## src/rtl/wb_data_bus_arbiter_pkg.sv

```systemverilog
// Shared types and constants for the two-master Wishbone data-bus arbiter.
// Optional watchdog feature: WB_ARB_TIMEOUT_EN (adds the DRAIN state).
package wb_data_bus_arbiter_pkg;

    // Master indices, also the bit positions in the grant vector.
    localparam int unsigned ARB_M_INST = 0;
    localparam int unsigned ARB_M_DATA = 1;

    // Default watchdog limit in cycles.
    localparam int unsigned ARB_TIMEOUT_DEF = 256;

    typedef enum logic [1:0] {
        IDLE,
        BUSY_I,
        BUSY_D
`ifdef WB_ARB_TIMEOUT_EN
        ,
        DRAIN
`endif
    } arb_state_t;

endpackage

```

## src/rtl/wb_data_bus_arbiter_watchdog.sv

```systemverilog
// Watchdog for the arbiter: counts un-acknowledged strobe cycles and flags
// the cycle in which the limit is reached. Only built with WB_ARB_TIMEOUT_EN.
module wb_arb_watchdog #(
    parameter int unsigned TIMEOUT = 256
) (
    input  logic clk,
    input  logic rst_n,
    input  logic clr_i,
    input  logic en_i,
    output logic expire_o
);

    localparam int unsigned CW = (TIMEOUT > 2) ? $clog2(TIMEOUT) : 1;

    logic [CW-1:0] cnt_q;
    logic [CW-1:0] cnt_d;

    // Next count: cleared while no transfer is granted, stepped on stalled strobes.
    always_comb begin
        cnt_d = cnt_q;
        if (clr_i) begin
            cnt_d = '0;
        end else if (en_i) begin
            cnt_d = cnt_q + 1'b1;
        end
    end

    // Count register.
    always_ff @(posedge clk or negedge rst_n) begin
        if (!rst_n) begin
            cnt_q <= '0;
        end else begin
            cnt_q <= cnt_d;
        end
    end

    assign expire_o = en_i && (cnt_q == CW'(TIMEOUT - 1));

endmodule

```

## src/rtl/wb_data_bus_arbiter.sv

```systemverilog
// Two-master Wishbone classic arbiter: instruction fetch and load/store share
// one slave port. Grant is held for the whole CYC; ties alternate round-robin.
// Define WB_ARB_TIMEOUT_EN to add a watchdog that errors out hung cycles.
module wb_data_bus_arbiter
    import wb_data_bus_arbiter_pkg::*;
#(
    parameter int unsigned AW      = 32,
    parameter int unsigned DW      = 32,
    parameter int unsigned TIMEOUT = ARB_TIMEOUT_DEF
) (
    input  logic          clk,
    input  logic          rst_n,
    input  logic          ib_cyc,
    input  logic          ib_stb,
    input  logic          ib_we,
    input  logic [AW-1:0] ib_adr,
    input  logic [DW-1:0] ib_dat_o,
    output logic [DW-1:0] ib_dat_i,
    output logic          ib_ack,
    output logic          ib_err,
    input  logic          db_cyc,
    input  logic          db_stb,
    input  logic          db_we,
    input  logic [AW-1:0] db_adr,
    input  logic [DW-1:0] db_dat_o,
    output logic [DW-1:0] db_dat_i,
    output logic          db_ack,
    output logic          db_err,
    output logic          s_cyc,
    output logic          s_stb,
    output logic          s_we,
    output logic [AW-1:0] s_adr,
    output logic [DW-1:0] s_dat_o,
    input  logic [DW-1:0] s_dat_i,
    input  logic          s_ack,
    output logic [1:0]    gnt
);

    if (TIMEOUT < 2) begin : g_timeout_check
        $error("wb_data_bus_arbiter: TIMEOUT must be at least 2");
    end

    arb_state_t state_q, state_d;
    logic       last_gnt_q, last_gnt_d;

    // Currently selected master (0 = instruction, 1 = data) and its request lines.
    logic          sel;
    logic          m_cyc, m_stb;

    assign sel   = (state_q == BUSY_D);
    assign m_cyc = sel ? db_cyc : ib_cyc;
    assign m_stb = sel ? db_stb : ib_stb;

    // Read data goes to both masters; only the ack qualifies it.
    assign ib_dat_i = s_dat_i;
    assign db_dat_i = s_dat_i;

`ifdef WB_ARB_TIMEOUT_EN
    logic wd_clr, wd_en, wd_expire;

    wb_arb_watchdog #(
        .TIMEOUT (TIMEOUT)
    ) u_watchdog (
        .clk      (clk),
        .rst_n    (rst_n),
        .clr_i    (wd_clr),
        .en_i     (wd_en),
        .expire_o (wd_expire)
    );
`endif

    // Next-state, grant and slave-port mux.
    always_comb begin
        state_d    = state_q;
        last_gnt_d = last_gnt_q;
        gnt        = '0;
        s_cyc      = 1'b0;
        s_stb      = 1'b0;
        s_we       = 1'b0;
        s_adr      = '0;
        s_dat_o    = '0;
        ib_ack     = 1'b0;
        db_ack     = 1'b0;
        ib_err     = 1'b0;
        db_err     = 1'b0;
`ifdef WB_ARB_TIMEOUT_EN
        wd_clr     = 1'b1;
        wd_en      = 1'b0;
`endif
        case (state_q)
            IDLE: begin
                if (ib_cyc && db_cyc) begin
                    if (last_gnt_q == 1'(ARB_M_INST)) begin
                        state_d    = BUSY_D;
                        last_gnt_d = 1'(ARB_M_DATA);
                    end else begin
                        state_d    = BUSY_I;
                        last_gnt_d = 1'(ARB_M_INST);
                    end
                end else if (ib_cyc) begin
                    state_d    = BUSY_I;
                    last_gnt_d = 1'(ARB_M_INST);
                end else if (db_cyc) begin
                    state_d    = BUSY_D;
                    last_gnt_d = 1'(ARB_M_DATA);
                end
            end
            BUSY_I, BUSY_D: begin
                gnt[ARB_M_INST] = ~sel;
                gnt[ARB_M_DATA] = sel;
                s_cyc   = m_cyc;
                s_stb   = m_stb;
                s_we    = sel ? db_we    : ib_we;
                s_adr   = sel ? db_adr   : ib_adr;
                s_dat_o = sel ? db_dat_o : ib_dat_o;
                ib_ack  = s_ack & ~sel;
                db_ack  = s_ack & sel;
                if (!m_cyc) begin
                    state_d = IDLE;
                end
`ifdef WB_ARB_TIMEOUT_EN
                // An ack on the limit cycle keeps wd_en low, so the ack wins.
                wd_clr = 1'b0;
                wd_en  = m_stb & ~s_ack;
                if (wd_expire) begin
                    s_cyc   = 1'b0;
                    s_stb   = 1'b0;
                    ib_err  = ~sel;
                    db_err  = sel;
                    state_d = DRAIN;
                end
`endif
            end
`ifdef WB_ARB_TIMEOUT_EN
            DRAIN: begin
                // last_gnt still names the master whose cycle was terminated.
                if (!(last_gnt_q ? db_cyc : ib_cyc)) begin
                    state_d = IDLE;
                end
            end
`endif
            default: begin
                state_d = IDLE;
            end
        endcase
    end

    // State and round-robin history registers.
    always_ff @(posedge clk or negedge rst_n) begin
        if (!rst_n) begin
            state_q    <= IDLE;
            last_gnt_q <= 1'(ARB_M_INST);
        end else begin
            state_q    <= state_d;
            last_gnt_q <= last_gnt_d;
        end
    end

endmodule

```

## config.mk

```make
export PLATFORM = sky130hd
export DESIGN_NAME = wb_data_bus_arbiter
export DESIGN_NICKNAME = d
export VERILOG_FILES = /design/src/rtl/wb_data_bus_arbiter_pkg.sv /design/src/rtl/wb_data_bus_arbiter_watchdog.sv /design/src/rtl/wb_data_bus_arbiter.sv
export SDC_FILE = /design/constraint.sdc
export NUM_CORES = 1
export LEC_CHECK = 0
export ABC_CLOCK_PERIOD_IN_PS = 4700
export BUFFER_PORTS_ARGS = -buffer_cell sky130_fd_sc_hd__buf_2
export CAP_MARGIN = 20
export CORE_AREA = 2 2 117 119
export DETAILED_ROUTE_END_ITERATION = 8
export DIE_AREA = 0 0 119 121
export HOLD_SLACK_MARGIN = 0.06
export SYNTH_ARGS = -nofsm -noshare
export SYNTH_HDL_FRONTEND = slang
export SYNTH_SLANG_ARGS = --single-unit
```

## constraint.sdc

```tcl
create_clock -name clk -period 4.7 [get_ports clk]
set_clock_uncertainty 0.1 [all_clocks]
set_input_delay 0.705 -clock clk [delete_from_list [all_inputs] [get_ports clk]]
set_output_delay 0.705 -clock clk [all_outputs]
set_load 0.1 [all_outputs]
```

# Yosys cells after proc, flatten, opt, wreduce, memory -nomap -nowiden
# Index checks and enable logic that the tools add are counted.
# word_totals
regBits,3
in_bits,169
out_inout_bits,137
wordCells,38
# classes
n_eq_ne,4
muxes,23
bitwise,3
reduce_logical,6
# op_table
cell,n
32-bit 2-to-1 mux,4
1-bit 2-to-1 mux,12
2-bit 2-to-1 mux,6
"4-bit != test, second input constant",1
2-bit case mux with 2 select lines,1
2-bit AND reduction,2
3-bit nonzero test,1
1-bit bitwise AND,2
"2-bit by 1-bit == test with 1-bit output, second input constant",1
"2-bit == test, second input constant",1
2-bit zero test,1
"2-bit != test, second input constant",1
2-bit OR reduction,1
1-bit logical AND,1
1-bit inverter,1

# Logic depth before layout (Yosys ltp)
# Gate-level depths: netlist of run 1.
# depth
depth_word,4
depth_mapped,7
ltp_nobuf,5

# Worst setup path after synthesis of run 1
# OpenSTA, ideal clock, no wires.
# synth_path
path_kind,reg-to-output
from,register state_q[0]
to,output s_adr[0]
t_arrival_ns,3.320
slack_ns,0.575
stages_incl_launch_ff,8
path_buffers,3
path_cell_list,dfrtp_1 inv_1 ha_1 buf_2 buf_6 buf_6 mux2i_1 nor2b_1
# synth_between
elab_chain_cells,3
elab_cells_between_ends,5
cone_classes,2 x eq/ne; 2 x mux; 1 x reduce/logical
# synth_lines
item,line,source
start: declaration,wb_data_bus_arbiter.sv:43,"arb_state_t state_q, state_d;"
start signal: assignment,wb_data_bus_arbiter.sv:154,state_q <= state_d;
2-bit == test or 2-bit by 1-bit == test with 1-bit output (tied branches),"wb_data_bus_arbiter.sv:50, wb_data_bus_arbiter.sv:90",
32-bit 2-to-1 mux or 2-bit OR reduction (tied branches),"wb_data_bus_arbiter.sv:114, wb_data_bus_arbiter.sv:90",
32-bit 2-to-1 mux (*),wb_data_bus_arbiter.sv:90,case (state_q)
end: declaration,wb_data_bus_arbiter.sv:32,"output logic [AW-1:0] s_adr,"
# Mark *: on every way between the ends. The rest lies on a longest branch, timed or not.

# Worst setup path in the final report of run 1
# layout_path
from,register state_q[0]
to,output s_cyc
# layout_between
elab_chain_cells,3
elab_cells_between_ends,5
cone_classes,2 x eq/ne; 2 x mux; 1 x reduce/logical
# layout_lines
item,line,source
2-bit == test or 2-bit by 1-bit == test with 1-bit output (tied branches),"wb_data_bus_arbiter.sv:50, wb_data_bus_arbiter.sv:90",
1-bit 2-to-1 mux or 2-bit OR reduction (tied branches),"wb_data_bus_arbiter.sv:51, wb_data_bus_arbiter.sv:90",
1-bit 2-to-1 mux (*),wb_data_bus_arbiter.sv:90,
end: declaration,wb_data_bus_arbiter.sv:29,"output logic s_cyc,"
# Marks and branches as above.

==> results.cfg, run 1 <==
[cts]
path_clk_slew_ns = 0.03
insertion_delay_ns = 0.22
post_cts_buffers = 0
clkSinkCount = 3
cts_buffer_depth = 2
cts_resized = 0
htree_num_levels = 1
hold_buffers = 0
cts_buffers = 3
cts-root-buf = clkbuf_16
cts_tree = yes

[yosys]
syn_inst = 238
synth_simple_gate_area_share_pct = 23.8
synth_top_cell_area_share_pct = 34.4
synthAdderAreaFrac_pct = 2.60
synthTopCellsByArea = mux2i_1 (34%), buf_4 (27%), nor2b_1 (21%), dfrtp_1 (3.9%), buf_6 (2.9%)
synth_top_cell_by_area = mux2i_1
synth_area_per_cell_um2 = 8.07
synth_top_family_by_area = multiplexers
yosysWarnings = 0
ys_seq_area_share_pct = 3.91
synth-xor-area-share_pct = 0
muxShareOfSynthArea_pct = 35.2
synth_compound_area_share_pct = 2.73
synth.distinct_cells = 25
synth_area_mm2 = 0.00192
ys_seq_elements = 3

[route]
firstDrtPassIters = 4
viasPerCell = 3.65
drc = 0
wl_um = 6400
drtIter0Drc = 41
wire_per_inst_um = 11.7
vias = 1993
antenna_left = 0

[layout]
diodes = 0
area.sequential_um2 = 75.1
drive_above_1_share_pct = 58.9
fillers = 1480
multi_input_area_mm2 = 0.00126
syn2layout_area_growth_pct = 40.3
mostFrequentLayoutCells = buf_2 (207), mux2i_1 (66), nor2b_1 (66), clkbuf_16 (3), dfrtp_1 (3)
nets = 544
final_common_cell = buf_2
stdcell_count = 546

[critical_path]
start_kind = flip-flop
cp_cell_sequence = inv_1, ha_2, and2_4, buf_2
path_buf_inv = 2
worstPathMaxFanout = 70
worst_path_max_delay_cell = ha_2
worst-endpoint-required_ns = 3.89
max_stage_delay_ns = 0.97
critical-path-top-delay-family = adder cells
worstSetupEndpointType = output port
path_class = reg -> out
cp_data_arrival_time_ns = 2.42

[global_routing]
antenna_found_initial = 0
grt_pass1_vias = 1838
grt_overflow = 0
grt_use_total_pct = 7.95
grt_start_max_net_pins = 71
grt_pass1_wl_um = 9190

[sta]
worst_slack_ns = 1.47
whs_ns = 0.173
fin_crit_sh_pct = 68.7
setup_viol = 0
finalHoldViolations = 0
setup_tns_ns = 0
min_period_ns = 3.23
tightest_slew_ns = 0.939
timing.slew.headroom_pct = 37.4
max_clock_freq_ghz = 0.310
rsz0062_at_grt = false
slew_viol_final = 0

[min_path]
hp-class = in -> async

[floorplanning]
start_util_pct = 14.7
pin_count = 306
rows = 42
die_y_um = 121
coreArea_mm2 = 0.0131
die_w_um = 119
dieArea_mm2 = 0.0144

[placement]
io_buffers = 207
globalplace.congestion = 0.767
preCtsSetupSlack_ns = 1.64
dp_hpwl_um = 5480
dp_cells = 542

[run]
max_cap_violations = 0

[run_status]
status = finished, final reports clean
-- final cells by class --
class | count | area share [%]
multi-input cells | 153 | 46.7
repair buffers | 208 | 39.2
well taps | 176 | 8.17
clock buffers | 4 | 2.92
flip-flops and latches | 3 | 2.78
inverters | 2 | 0.278
-- worst reg2reg max path: cells and delay by family (launching register included) --
kind | cells | cell delay [ns]
and+or+nand+nor | 1 | 0.31
AOI/OAI and AO/OA | 1 | 0.08
buffers and inverters | 1 | 0.12
DFF | 1 | 0.36
adders and majority gates | 1 | 0.97
-- routing by layer --
layer | GRT usage [%] | part of all wire (%) | vias up
li1 | - | - | 974
met4 | 2.83 | 1.8 | 0
met1 | 7.92 | 35 | 836
met2 | 15.2 | 51 | 164
met3 | 2.82 | 12 | 19
met5 | 0 | 0 | -
-- registers in the layout, indices dropped and copies added (netlist names) --
register    flops
last_gnt_q      1
state_q         2
-- metrics by stage --
| step | area [um2] | util, % |
|---|---|---|
| floorplan | 1930 | - |
| global placement | 2620 | 20.0 |
| detailed placement | 2620 | 20.0 |
| CTS | 2700 | 20.6 |
| global route | 2700 | 20.6 |
| finish | 2700 | 20.6 |
-- cells by family after synthesis --
family	count (synthesis)
fa+ha+maj	4
buf+inv	83
compound gates	7
other cells	1
flops	3
simple gates	73
mux	67
-- synthesized netlist by cell type --
cell,instances
nand2_1,1
o22ai_1,1
nor2_1,1
clkbuf_1,6
nor2b_1,66
a22oi_1,1
buf_6,5
mux2i_1,66
and2_4,1
dfrtp_1,3
and2_1,1
mux2_4,1
ha_1,4
clkbuf_2,1
and3b_1,1
a21oi_1,2
a211oi_2,1
nand3_1,1
a31oi_1,1
a21bo_2,1
and2b_2,1
inv_1,2
conb_1,1
buf_2,1
buf_4,68
-- final timing paths --
kind	depth (start not counted)	slack, ns	end	startpoint
worst max register to register	4	2.63	state_q[1]$_DFFE_PN0P_	state_q[0]$_DFFE_PN0P_
worst min-delay path	1	0.17	last_gnt_q$_DFFE_PN0P_	rst_n
max in group asynchronous	1	4.22	state_q[1]$_DFFE_PN0P_	rst_n
worst max-delay path	4	1.47	s_cyc	state_q[0]$_DFFE_PN0P_
min in group clk	1	0.41	last_gnt_q$_DFFE_PN0P_	last_gnt_q$_DFFE_PN0P_
worst min register to register	1	0.41	last_gnt_q$_DFFE_PN0P_	last_gnt_q$_DFFE_PN0P_
Power of run 1 is not shown: default switching activity piles up to over one toggle a cycle in this logic, so the estimate is an artifact.
==> run 2, diff against run 1 <==
ABC_CLOCK_PERIOD_IN_PS = 2700   (was 4700)
CORE_AREA = 2 2 120 122   (was 2 2 117 119)
DIE_AREA = 0 0 122 124   (was 0 0 119 121)
clock period = 2.7 ns   (was 4.7 ns; I/O delays follow)
==> run 2 against run 1 <==
  * Utilization is 11 points higher
  * Flip-flop and latch count stayed put
  * Sequential share of layout area is 1.0 points lower
  * Setup slack got worse by 1.2 ns
  * Die area grew 5.1%
  * Register-to-register slack worse by 1.6 ns
  * Clock-buffer cell count unchanged
  * Final cell count increased by 2.4%
  * Critical endpoint unchanged
==> results.cfg, run 2 (synthesis results as in run 1) <==
[layout]
postLayoutCoreUtil_pct = 31.3
final_area_mm2 = 0.00429
final_common_cell = buf_2
nets = 553
drive_above_1_share_pct = 77.0
mostFrequentLayoutCells = buf_2 (139), buf_12 (69), mux2i_1 (66), nor2b_4 (66), buf_4 (8)
syn2layout_area_growth_pct = 123
reg_top3 = state_q: 2 flops, last_gnt_q: 1 flops
diodes = 0
top_register = state_q
largest_reg_flops = 2

[global_routing]
grt_pass1_wl_um = 9670
grt_use_total_pct = 8.03
grt_start_max_net_pins = 32
grt_pass1_vias = 2020
antenna_found_initial = 0
grt_overflow = 0

[run]
max_cap_violations = 0

[critical_path]
worst_path_max_delay_cell = buf_2
start_kind = flip-flop
worst-endpoint-required_ns = 2.19
max_stage_delay_ns = 0.42
crit_path_start = state_q[0]$_DFFE_PN0P_
worstSetupEndpointType = output port
cp_cell_sequence = inv_1, ha_2, buf_4, and2_4, buf_2
worstPathMaxFanout = 25
rr_startpoint = state_q[0]$_DFFE_PN0P_
cp_data_arrival_time_ns = 1.96
path_class = reg -> out

[route]
drc = 0
wire_per_inst_um = 12.1
vias = 2055
firstDrtPassIters = 4
antenna_left = 0
viasPerCell = 3.68
drtIter0Drc = 24
wl_um = 6790

[sta]
setup_tns_ns = 0
rsz0062_at_grt = false
min_period_ns = 2.47
fin_crit_sh_pct = 91.5
worst_slack_ns = 0.231
slew_viol_final = 0
max_clock_freq_ghz = 0.405
setup_viol = 0
finalHoldViolations = 0

[floorplanning]
rows = 43
start_util_pct = 14.0
die_w_um = 122
pin_count = 306
dieArea_mm2 = 0.0151
die_y_um = 124
coreArea_mm2 = 0.0137

[run_status]
status = finished, final reports clean

[placement]
io_buffers = 207
dp_hpwl_um = 6170
placed_area_mm2 = 0.00420
preCtsSetupSlack_ns = 0.452
globalplace.congestion = 0.780

[cts]
post_cts_buffers = 0
path_clk_slew_ns = 0.03
cts_buffers = 3
insertion_delay_ns = 0.22
hold_buffers = 1
clkSinkCount = 3
cts_tree = yes
cts-root-buf = clkbuf_16
cts_resized = 0
cts_buffer_depth = 2
htree_num_levels = 1

[min_path]
hp-class = in -> reg
worstHoldStart = ib_cyc
==> run 2: cell type report <==
cell class / instances / area, um2
multi-input combinational: 153 / 1750
timing repair buffer: 217 / 2150
inverter: 2 / 7.51
fill: 1443 / 9430
tap: 180 / 225
sequential: 3 / 75.1
clock buffer: 4 / 78.8
==> run 2: critical path: cells and delay by family (launching register included) <==
family	cells	cell delay [ns]
simple gates	1	0.21
flops	1	0.36
buf+inv	3	0.81
fa+ha+maj	1	0.36
==> run 2: final timing paths <==
check | slack, ns | endpoint | depth (start not counted)
max | 0.23 | s_cyc | 5
min | 0.34 | last_gnt_q$_DFFE_PN0P_ | 2
max reg2reg | 1.03 | state_q[0]$_DFFE_PN0P_ | 5
min reg2reg | 0.41 | last_gnt_q$_DFFE_PN0P_ | 1
max in group asynchronous | 1.97 | state_q[1]$_DFFE_PN0P_ | 2
min in group asynchronous | 0.42 | last_gnt_q$_DFFE_PN0P_ | 2
==> run 2: routing by layer <==
layer / track usage, % / vias to the layer above / routed length, um
met5: 0 / - / 0
met4: 2.51 / 0 / 159
met3: 2.29 / 23 / 781
met2: 17.3 / 145 / 3880
met1: 6.92 / 895 / 1970
li1: - / 992 / -
==> run 2: metrics by stage <==
step	instances	hold WS [ns]
after floorplan	239	0.00941
after global placement	554	0.105
after detailed placement	554	0.104
after CTS	559	0.338
after global routing	559	0.350
final	559	0.340
Power of run 2 is left out for the same reason.
==> run 3, diff against run 2 <==
==> constraint.sdc (replaced) <==
create_clock -name clk -period 2.7 [get_ports clk]
set_clock_uncertainty 0.1 [all_clocks]
set_input_delay 0.27 -clock clk [delete_from_list [all_inputs] [get_ports clk]]
set_output_delay 0.27 -clock clk [all_outputs]
set_load 0.1 [all_outputs]
==> run 3 against run 2 <==
  * Sequential share of layout area rose by 0.19 points
  * Register-to-register slack lost 0.08 ns
  * Utilization shrank 3.0 points
  * Final cell count decreased by 0.89%
  * Setup slack gained 0.031 ns
  * Global-route usage decreased by 0.57 points
  * Design area is 9.7% lower
  * Flip-flop and latch count stayed put
  * Fmax rose by 1.3%
  * Die area is the same
  * Non-clock buffer count fell by 5
  * Critical endpoint unchanged
==> results.cfg, run 3 (synthesis results as in run 1) <==
[global_routing]
antenna_found_initial = 0
grt_pass1_vias = 1920
grt_overflow = 0
grt_pass1_wl_um = 9100
grt_use_total_pct = 7.46
grt_start_max_net_pins = 47

[critical_path]
cp_data_arrival_time_ns = 2.07
crit_path_start = state_q[1]$_DFFE_PN0P_
start_kind = flip-flop
worstPathMaxFanout = 24
max_stage_delay_ns = 0.54
rr_worst_depth = 5
reg2reg_slack_ns = 0.95
crit_path_end = s_cyc
worst_path_max_delay_cell = ha_2
r2r_end = state_q[0]$_DFFE_PN0P_
worstSetupEndpointType = output port
path_class = reg -> out
worst-endpoint-required_ns = 2.33
rr_startpoint = state_q[0]$_DFFE_PN0P_
cp_cell_sequence = inv_1, ha_2, buf_12, and2_4, buf_2

[floorplanning]
dieArea_mm2 = 0.0151
rows = 43
coreArea_mm2 = 0.0137
start_util_pct = 14.0
die_w_um = 122
pin_count = 306
die_y_um = 124

[placement]
globalplace.congestion = 0.724
dp_hpwl_um = 5610
preCtsSetupSlack_ns = 0.457
io_buffers = 207
placed_area_mm2 = 0.00378

[route]
vias = 2025
wire_per_inst_um = 11.6
drtIter0Drc = 85
viasPerCell = 3.66
drc = 0
antenna_left = 0
firstDrtPassIters = 4
wl_um = 6410

[sta]
max_clock_freq_ghz = 0.410
setup_viol = 0
fin_crit_sh_pct = 90.3
slew_viol_final = 0
finalHoldViolations = 0
setup_tns_ns = 0
min_period_ns = 2.44
worst_slack_ns = 0.262
rsz0062_at_grt = false

[layout]
area.sequential_um2 = 75.1
multi_input_area_mm2 = 0.00175
top_register = state_q
diodes = 0
syn2layout_area_growth_pct = 101
final_common_cell = buf_2
postLayoutCoreUtil_pct = 28.2
reg_top3 = state_q: 2 flops, last_gnt_q: 1 flops
mostFrequentLayoutCells = buf_2 (166), mux2i_1 (66), nor2b_4 (66), buf_12 (44)
final_area_mm2 = 0.00387
largest_reg_flops = 2
fillers = 1479
drive_above_1_share_pct = 76.7
nets = 548

[cts]
cts_tree = yes
cts_resized = 0
cts-root-buf = clkbuf_16
path_clk_slew_ns = 0.03
htree_num_levels = 1
insertion_delay_ns = 0.22
clkSinkCount = 3
cts_buffer_depth = 2
cts_buffers = 3

[run]
max_cap_violations = 0

[min_path]
hp-class = in -> reg

[run_status]
status = finished, final reports clean
[run 3: cell count changes in the layout (fill, tap and decap cells not counted)]
cell    previous run  this run
buf_12            69        44
buf_2            139       166
buf_4              8         1
[run 3: area by class of cell]
type,count,share of cell area (%)
multi-input combinational,153,45.3
timing repair buffer,212,44.7
tap,180,5.82
clock buffer,4,2.04
sequential,3,1.94
inverter,2,0.194
[run 3: how the worst min path moves through the flow]
| stage | slack (ns) | startpoint | endpoint | cells past startpoint |
|---|---|---|---|---|
| 4_1_cts | 0.22 | ib_cyc | last_gnt_q$_DFFE_PN0P_ | 2 |
| 3_3_place_gp | -0.03 | rst_n | last_gnt_q$_DFFE_PN0P_ | 1 |
| 3_5_place_dp | -0.02 | rst_n | state_q[0]$_DFFE_PN0P_ | 1 |
| 5_1_grt | 0.24 | ib_cyc | last_gnt_q$_DFFE_PN0P_ | 2 |
| 6_report | 0.22 | ib_cyc | last_gnt_q$_DFFE_PN0P_ | 2 |
| 2_1_floorplan | -0.13 | rst_n | last_gnt_q$_DFFE_PN0P_ | 0 |
[run 3: per-layer routing]
| layer | track usage, % | wire (um) | part of all wire (%) |
|---|---|---|---|
| met1 | 7.22 | 1980 | 31 |
| met2 | 15.2 | 3540 | 55 |
| met3 | 1.92 | 762 | 12 |
| met4 | 2.37 | 127 | 2.0 |
| met5 | 0 | 0 | 0 |
[run 3: repair_timing]
| item | 4_1_cts | 5_1_grt |
|---|---|---|
| hold endpoints to repair | 3 | 0 |
| buffers inserted | 0 | 0 |
| hold buffers | 1 | 0 |
[run 3: metrics by stage]
step	hold slack [ns]	std cells
3_3_place_gp	-0.0311	549
2_1_floorplan	-0.126	239
6_report	0.216	554
5_1_grt	0.235	554
4_1_cts	0.220	554
3_5_place_dp	-0.0239	549
[run 3: worst max-delay path: cells and delay by family, from the launching register on]
kind,cells,cell delay (ns)
simple gates,1,0.17
buf+inv,3,0.73
flops,1,0.40
fa+ha+maj,1,0.54
Power of run 3 is left out for the same reason.
